==> src/rtl/sram_arbiter.sv <==
// Three-way arbiter in front of the single-port SRAM controller: video has fixed priority,
// draw and erase alternate, and a wait counter forces draw/erase ahead after long video bursts.
module sram_arbiter #(
    parameter int AW       = 18,
    parameter int DW       = 16,
    parameter int MAX_WAIT = 8
) (
    input  logic          clk,
    input  logic          reset,
    input  logic [2:0]    req,
    input  logic [2:0]    we,
    input  logic [AW-1:0] addr0,
    input  logic [AW-1:0] addr1,
    input  logic [AW-1:0] addr2,
    input  logic [DW-1:0] wdata0,
    input  logic [DW-1:0] wdata1,
    input  logic [DW-1:0] wdata2,
    output logic [2:0]    gnt,
    output logic [2:0]    done,
    output logic [DW-1:0] rdata,
    output logic [AW-1:0] address,
    output logic [DW-1:0] data_write,
    output logic          read,
    output logic          write,
    input  logic          ready,
    input  logic [DW-1:0] data_read,
    output logic          busy
);

    localparam int CW = $clog2(MAX_WAIT + 1);
    localparam logic [CW-1:0] WAIT_MAX = CW'(MAX_WAIT);

    typedef enum logic [1:0] {IDLE, ISSUE, WAIT} state_t;

    state_t        state_q, state_d;
    logic          issue_cnt_q, issue_cnt_d;
    logic [1:0]    owner_q, owner_d;
    logic          we_q, we_d;
    logic          rr_ptr_q, rr_ptr_d;     // 1 = draw favoured, 0 = erase favoured
    logic [CW-1:0] wait_cnt_q, wait_cnt_d;
    logic [2:0]    gnt_q, gnt_d;
    logic [2:0]    done_q, done_d;
    logic [DW-1:0] rdata_q, rdata_d;
    logic [AW-1:0] address_q, address_d;
    logic [DW-1:0] data_write_q, data_write_d;
    logic          read_q, read_d;
    logic          write_q, write_d;

    logic [AW-1:0] addr_arr  [3];
    logic [DW-1:0] wdata_arr [3];
    logic          rr_req;
    logic          starve;
    logic          complete;
    logic [1:0]    rr_win;
    logic [1:0]    winner;

    assign addr_arr[0]  = addr0;
    assign addr_arr[1]  = addr1;
    assign addr_arr[2]  = addr2;
    assign wdata_arr[0] = wdata0;
    assign wdata_arr[1] = wdata1;
    assign wdata_arr[2] = wdata2;

    assign rr_req = req[1] | req[2];
    assign starve = (wait_cnt_q == WAIT_MAX) && rr_req;
    assign rr_win = rr_ptr_q ? (req[1] ? 2'd1 : 2'd2) : (req[2] ? 2'd2 : 2'd1);
    assign winner = (starve || !req[0]) ? rr_win : 2'd0;

    always_comb begin
        state_d      = state_q;
        issue_cnt_d  = issue_cnt_q;
        owner_d      = owner_q;
        we_d         = we_q;
        rr_ptr_d     = rr_ptr_q;
        wait_cnt_d   = wait_cnt_q;
        rdata_d      = rdata_q;
        address_d    = address_q;
        data_write_d = data_write_q;
        gnt_d        = 3'b000;
        done_d       = 3'b000;
        read_d       = 1'b0;
        write_d      = 1'b0;
        complete     = 1'b0;

        if (!rr_req) begin
            wait_cnt_d = '0;
        end

        case (state_q)
            IDLE: begin
                if (ready && (req != 3'b000)) begin
                    address_d     = addr_arr[winner];
                    data_write_d  = wdata_arr[winner];
                    we_d          = we[winner];
                    owner_d       = winner;
                    read_d        = ~we[winner];
                    write_d       = we[winner];
                    gnt_d[winner] = 1'b1;
                    issue_cnt_d   = 1'b0;
                    state_d       = ISSUE;
                    if (winner == 2'd0) begin
                        if (rr_req && (wait_cnt_q != WAIT_MAX)) begin
                            wait_cnt_d = wait_cnt_q + 1'b1;
                        end
                    end else begin
                        wait_cnt_d = '0;
                        rr_ptr_d   = (winner == 2'd2);
                    end
                end
            end
            ISSUE: begin
                // Controller may take one extra cycle to drop ready; a ready still high
                // on the second cycle means the access already finished.
                if (!ready) begin
                    state_d = WAIT;
                end else if (issue_cnt_q) begin
                    complete = 1'b1;
                end else begin
                    issue_cnt_d = 1'b1;
                end
            end
            WAIT: begin
                if (ready) begin
                    complete = 1'b1;
                end
            end
            default: state_d = IDLE;
        endcase

        if (complete) begin
            done_d[owner_q] = 1'b1;
            if (!we_q) begin
                rdata_d = data_read;
            end
            state_d = IDLE;
        end
    end

    always_ff @(posedge clk or posedge reset) begin
        if (reset) begin
            state_q      <= IDLE;
            issue_cnt_q  <= 1'b0;
            owner_q      <= 2'd0;
            we_q         <= 1'b0;
            rr_ptr_q     <= 1'b1;
            wait_cnt_q   <= '0;
            gnt_q        <= 3'b000;
            done_q       <= 3'b000;
            rdata_q      <= '0;
            address_q    <= '0;
            data_write_q <= '0;
            read_q       <= 1'b0;
            write_q      <= 1'b0;
        end else begin
            state_q      <= state_d;
            issue_cnt_q  <= issue_cnt_d;
            owner_q      <= owner_d;
            we_q         <= we_d;
            rr_ptr_q     <= rr_ptr_d;
            wait_cnt_q   <= wait_cnt_d;
            gnt_q        <= gnt_d;
            done_q       <= done_d;
            rdata_q      <= rdata_d;
            address_q    <= address_d;
            data_write_q <= data_write_d;
            read_q       <= read_d;
            write_q      <= write_d;
        end
    end

    assign gnt        = gnt_q;
    assign done       = done_q;
    assign rdata      = rdata_q;
    assign address    = address_q;
    assign data_write = data_write_q;
    assign read       = read_q;
    assign write      = write_q;
    assign busy       = (state_q != IDLE);

endmodule

==> config.mk <==
export PLATFORM = sky130hd
export DESIGN_NAME = sram_arbiter
export DESIGN_NICKNAME = d
export VERILOG_FILES = /design/src/rtl/sram_arbiter.sv
export SDC_FILE = /design/constraint.sdc
export NUM_CORES = 1
export LEC_CHECK = 0
export ABC_AREA = 0
export CAP_MARGIN = 40
export CORE_ASPECT_RATIO = 1.2
export CORE_MARGIN = 2
export CORE_UTILIZATION = 65
export DETAILED_ROUTE_END_ITERATION = 12
export DONT_BUFFER_PORTS = 1
export PLACE_DENSITY = 0.81
export RECOVER_POWER = 25
export SLEW_MARGIN = 20
export SYNTH_ARGS = -nofsm -noshare
export SYNTH_HDL_FRONTEND = slang
export SYNTH_SLANG_ARGS = --single-unit
export TNS_END_PERCENT = 50
==> constraint.sdc <==
create_clock -name clk -period 4.2 [get_ports clk]
set_clock_uncertainty 0.15 [all_clocks]
set_input_delay 0.84 -clock clk [delete_from_list [all_inputs] [get_ports clk]]
set_output_delay 0.84 -clock clk [all_outputs]
set_load 0.01 [all_outputs]
# Yosys cells after proc, flatten, opt, wreduce, memory -nomap -nowiden
# Index checks and enable logic that the tools add are counted.
[op_classes]
reduce_logical = 17
n_lt_le_gt_ge = 5
mul = 0
eq_ne = 10
shifts = 0
bitwise = 5
n_mux = 39
n_div = 0
addsub = 1
[op_table]
columns = ["cell", "n"]
rows = [
  ["18-bit binary-select mux with 2-bit select", 1],
  ["18-bit 2-to-1 mux", 2],
  ["16-bit binary-select mux with 2-bit select", 1],
  ["16-bit 2-to-1 mux", 2],
  ["4-bit 2-to-1 mux", 5],
  ["2-bit 2-to-1 mux", 7],
  ["1-bit 2-to-1 mux", 12],
  ["3-bit 2-to-1 mux", 3],
  ["3-bit AND reduction", 3],
  ["2-bit by 3-bit < comparator with 1-bit output, second input constant", 2],
  ["2-bit != test, second input constant", 3],
  ["3-bit != test, second input constant", 2],
  ["2-bit case mux with 3 select lines", 1],
  ["1-bit logical AND", 5],
  ["4-bit by 1-bit adder with 4-bit output, second input constant", 1],
  ["1-bit demux with 2-bit select", 2],
  ["2-bit == test, second input constant", 2],
  ["4-bit == test, second input constant", 1],
  ["2-bit by 1-bit greater-or-equal comparator with 1-bit output, second input constant", 2],
  ["2-bit logical NOT", 2],
  ["4-bit != test, second input constant", 1],
  ["1-bit case mux with 2 select lines", 2],
  ["2-bit AND reduction", 2],
  ["2-bit nonzero test", 2],
  ["9 further kinds", 11],
]
[word_totals]
mem_count = 0
inputBits = 127
output_inout_bits = 59
romBits = 0
mem_bits_rw = 0
reg_bits = 69
latchBits = 0
word_cells = 90

# Logic depth before layout (Yosys ltp)
[logic_depth]
depth_word = 10
mapped_depth = 8
mapped_depth_nobuf = 6

# Least setup slack after synthesis
# OpenSTA, ideal clock, no wires.
[synth_path]
kind = "input port to flip-flop"
from = "input port req[2]"
to = "register address_q[11], in the netlist address[11]"
n_path_buf = 2
setup_time_ns = 0.095
cell_stages = 6
slack_ns = 2.242
arrival_ns = 1.712
required_ns = 3.955
path_cell_list = "o311ai_1 buf_2 buf_2 and2_0 a31oi_1 o31ai_1"
[synth_via]
elab_chain_len = 8
[synth_rtl]
columns = ["element", "line", "rtl"]
rows = [
  ["start: declaration", "10", "input logic [2:0] req,"],
  ["1-bit bitwise OR", "64", "assign rr_req = req[1] | req[2];"],
  ["1-bit logical AND", "65", "assign starve = (wait_cnt_q == WAIT_MAX) && rr_req;"],
  ["1-bit logical OR", "67", "assign winner = (starve || !req[0]) ? rr_win : 2'd0;"],
  ["2-bit 2-to-1 mux", "67", ""],
  ["2-bit NOT with 3-bit output (implied by the code)", "92", "address_d = addr_arr[winner];"],
  ["18-bit binary-select mux with 2-bit select", "92", ""],
  ["18-bit 2-to-1 mux (implied by the code) (2 in series)", "92", ""],
  ["end signal: assignment", "164", "address_q <= address_d;"],
  ["end: declaration", "44", "logic [AW-1:0] address_q, address_d;"],
]
# Several ways; a longest one is shown, not always the timed one. The select of a mux whose other input is x is not followed.
# A chain may end at the register's enable or synchronous reset.

==> flow_summary_export.csv <==
group,metric,value,unit
run_status,status,"complete, but fails checks",
run_status,violations,"max-capacitance violations, max-slew violations",
cells_and_area,diodes,0,
clocking,clock-sinks,69,
routing,drtIter0Drc,127,
power,power_frac_comb,31.3,%
logic_synthesis,ys_types,40,
global_route,grt_pass1_wl,12.23,mm
clocking,clk_pin_slew,0.08,ns
routing,vias,2528,
global_route,grt_use_total,26.35,%
clocking,postCtsHoldBufs,0,
setup_path,endpoint_kind,"async pin",
setup_path,required,4.56,ns
floorplan,core,5261,µm²
power,ir_drop,0.4530,mV
cells_and_area,final_cells,375,
sta,period_share,62.75,%
logic_synthesis,synthMuxAreaShare,15.12,%
global_route,first_global_vias,2407,
setup_path,reg2reg_to,"rr_ptr_q",
power,swShare,38.21,%
sta,max_freq,0.3795,GHz
sta,worstMarginPinSlew,1.549,ns
setup_path,cp_slowest_cell,"clkbuf_1",
logic_synthesis,synthArstFlopShare,100.0,%
sta,finalHoldViolCount,0,
setup_path,critPathMaxFanout,30,
sta,final.min_clock_period,2.635,ns
clocking,cts_max_path_buffers,2,
setup_path,path_cells,"inv_1, clkbuf_1, buf_4",
setup_path,critPathKind,"input pin to async pin",
placed_design,dpl.cell_count,359,
routing,routed_via_density,6.741,
routing,ant_nets,0,
global_route,antenna_found_initial,0,
logic_synthesis,syn_area,3510,µm²
floorplan,num_io_pins,186,
global_route,grt_max_degree,47,
clocking,numCtsBuffers,9,
worst_hold_path,min_path_type,"input pin to async pin",
sta,setup_tns,0,ns
setup_path,reg2reg_depth,7,
placed_design,dp_hpwl,5.791,mm
power,internal_power,1.672,mW
power,power_frac_clock,22.4,%
logic_synthesis,synthAdderAreaFrac,2.139,%
power,power_switching,1.034,mW
floorplan,fp.dieArea,6006,µm²
sta,finalSetupViolCount,0,
logic_synthesis,yosys.area.top_type_share,48.48,%
setup_path,rr_startpoint,"state_q[1]",
sta,relSlewSlack,-3.244,%
routing,wire_per_inst,21.06,µm
setup_path,cp_num_buf_inv,3,
logic_synthesis,synth_top_area_cell,"dfrtp_1",
power,p_per_area,721.6,nW/µm²
cells_and_area,area_growth,6.881,%
logic_synthesis,synth_common_cells,"68 x dfrtp_1, 35 x mux2i_1, 29 x o31ai_1",
clocking,cts_setup_buffers,0,
logic_synthesis,synthXorXnorAreaFrac,0,%
power,leakage,1.699,nW
logic_synthesis,yosys.area_share.simple,11.52,%
logic_synthesis,yosysWarnings,0,
setup_path,cpLargestDelayFamily,"buffers and inverters",
clocking,htreeDepth,3,
clocking,cts_resized,0,
logic_synthesis,synth_nets,446,
logic_synthesis,synth-seq-cells,69,
global_route,grt-ovfl-total,0,
placed_design,place.gp.congestion,0.8706,
logic_synthesis,synth_compound_area_share,17.50,%
logic_synthesis,synth.most_common_cell,"dfrtp_1",
cells_and_area,drive_gt1_share,10.22,%
logic_synthesis,synth-edff-count,0,
routing,finalWirelength,7.897,mm
floorplan,initial_core_util,66.71,%
logic_synthesis,syn-instance-count,313,
logic_synthesis,synth_top_family_by_area,"compound AO/OA/AOI/OAI gates",
routing,first_pass_iters,4,
clocking,cts_tree,"built",
routing,drc_errors,0,
setup_path,max_stage_delay,1.19,ns
clocking,clk_latency,0.34,ns
floorplan,die_h,84.50,µm
logic_synthesis,synth_area_leaders,"dfrtp_1 48%, mux2i_1 10%, o31ai_1 6.2%, mux2_1 5.1%, a31oi_1 4.8%",
floorplan,fp.dieW,71.08,µm
setup_path,worstPathArrival,3.00,ns
clocking,root_buffer,"clkbuf_8",
logic_synthesis,synth_seq_area_share,49.23,%
logic_synthesis,syn_avg_cell_area,11.21,µm²
sta,rsz0062_at_grt,"no",
sta,slew_violations,31,
power,pwr-share-seq,46.3,%
setup_path,start_kind,"input pin",
setup_path,r2r_slack,1.57,ns
cells_and_area,finalNetCount,441,
floorplan,num_rows,29,
job,cap_violations,1,
placed_design,portBuffers,0,
logic_synthesis,synthFlopType,"dfrtp_1",
==> routing by layer <==
layer | vias up | routed length [µm] | track usage (%)
li1 | 1153 | - | -
met1 | 1217 | 3067 | 33.47
met2 | 147 | 4049 | 43.25
met3 | 11 | 703 | 8.283
met4 | 0 | 76 | 8.233
met5 | - | 0 | 0
==> power groups by stage <==
stage | clock network [mW] | registers [mW] | logic [mW]
floorplan | 0 | 1.20 | 0.741
global placement | 0 | 1.26 | 0.812
detailed placement | 0 | 1.27 | 0.851
CTS | 0.609 | 1.26 | 0.853
global route | 0.641 | 1.28 | 0.954
finish | 0.605 | 1.25 | 0.848
==> registers in the layout, indices dropped and copies added (netlist names), 2 cells and up <==
name and count:
address 18, owner_q 2, gnt 3, rdata 16, wait_cnt_q 4, state_q 2, done 3, data_write 16
==> how the worst max path moves through the flow <==
stage / cells past startpoint / start / to
2_1_floorplan: 1 / reset / address[0]
6_report: 3 / reset / address[12]
3_5_place_dp: 7 / state_q[1] / rr_ptr_q
4_1_cts: 7 / state_q[1] / rr_ptr_q
5_1_grt: 3 / reset / address[12]
3_3_place_gp: 4 / req[2] / address[2]
==> cell type report <==
type | instances | area [µm²]
flip-flops and latches | 69 | 1728
clock inverters | 7 | 98.84
clock buffers | 9 | 123.9
fillers | 398 | 1510
well taps | 62 | 77.57
repair buffers | 6 | 53.80
inverters | 7 | 26.28
multi-input cells | 215 | 1643
==> layout by cell type, fill, tap and decap left out, types with 2 or more instances in the layout <==
cell and instances:
a21o_1 4, a21oi_1 4, a31oi_1 27, a32oi_1 7, and2_0 11, and2_1 17
and3_1 4, buf_4 4, bufinv_16 2, clkbuf_8 9, clkinv_4 2, dfrtp_1 68
ha_1 6, inv_1 6, mux2_1 16, mux2i_1 35, nand2_1 7, nand3_1 2
nand3b_1 2, nor2_1 8, nor2_2 3, nor3_1 4, nor3b_1 2, o21ai_0 2
o21ai_1 13, o31ai_1 29
==> metrics by stage <==
stage          power, mW  hold slack (ns)  util, %  worst slack, ns  area [µm²]
2_1_floorplan      1.940           0.2958        -            1.472        3510
3_3_place_gp       2.071           0.3267    66.61            1.686        3505
3_5_place_dp       2.117           0.3302    67.37            1.621        3545
4_1_cts            2.718           0.2003    71.61            1.599        3767
5_1_grt            2.879           0.3406    71.30            1.139        3751
6_report           2.707           0.3121    71.30            1.565        3751
==> logic make-up after synthesis <==
kind of cell,after synthesis
mux,51
flops,69
buf+inv,29
compound gates,91
simple gates,67
fa+ha+maj,6
Power figures use the tool's default switching activity.
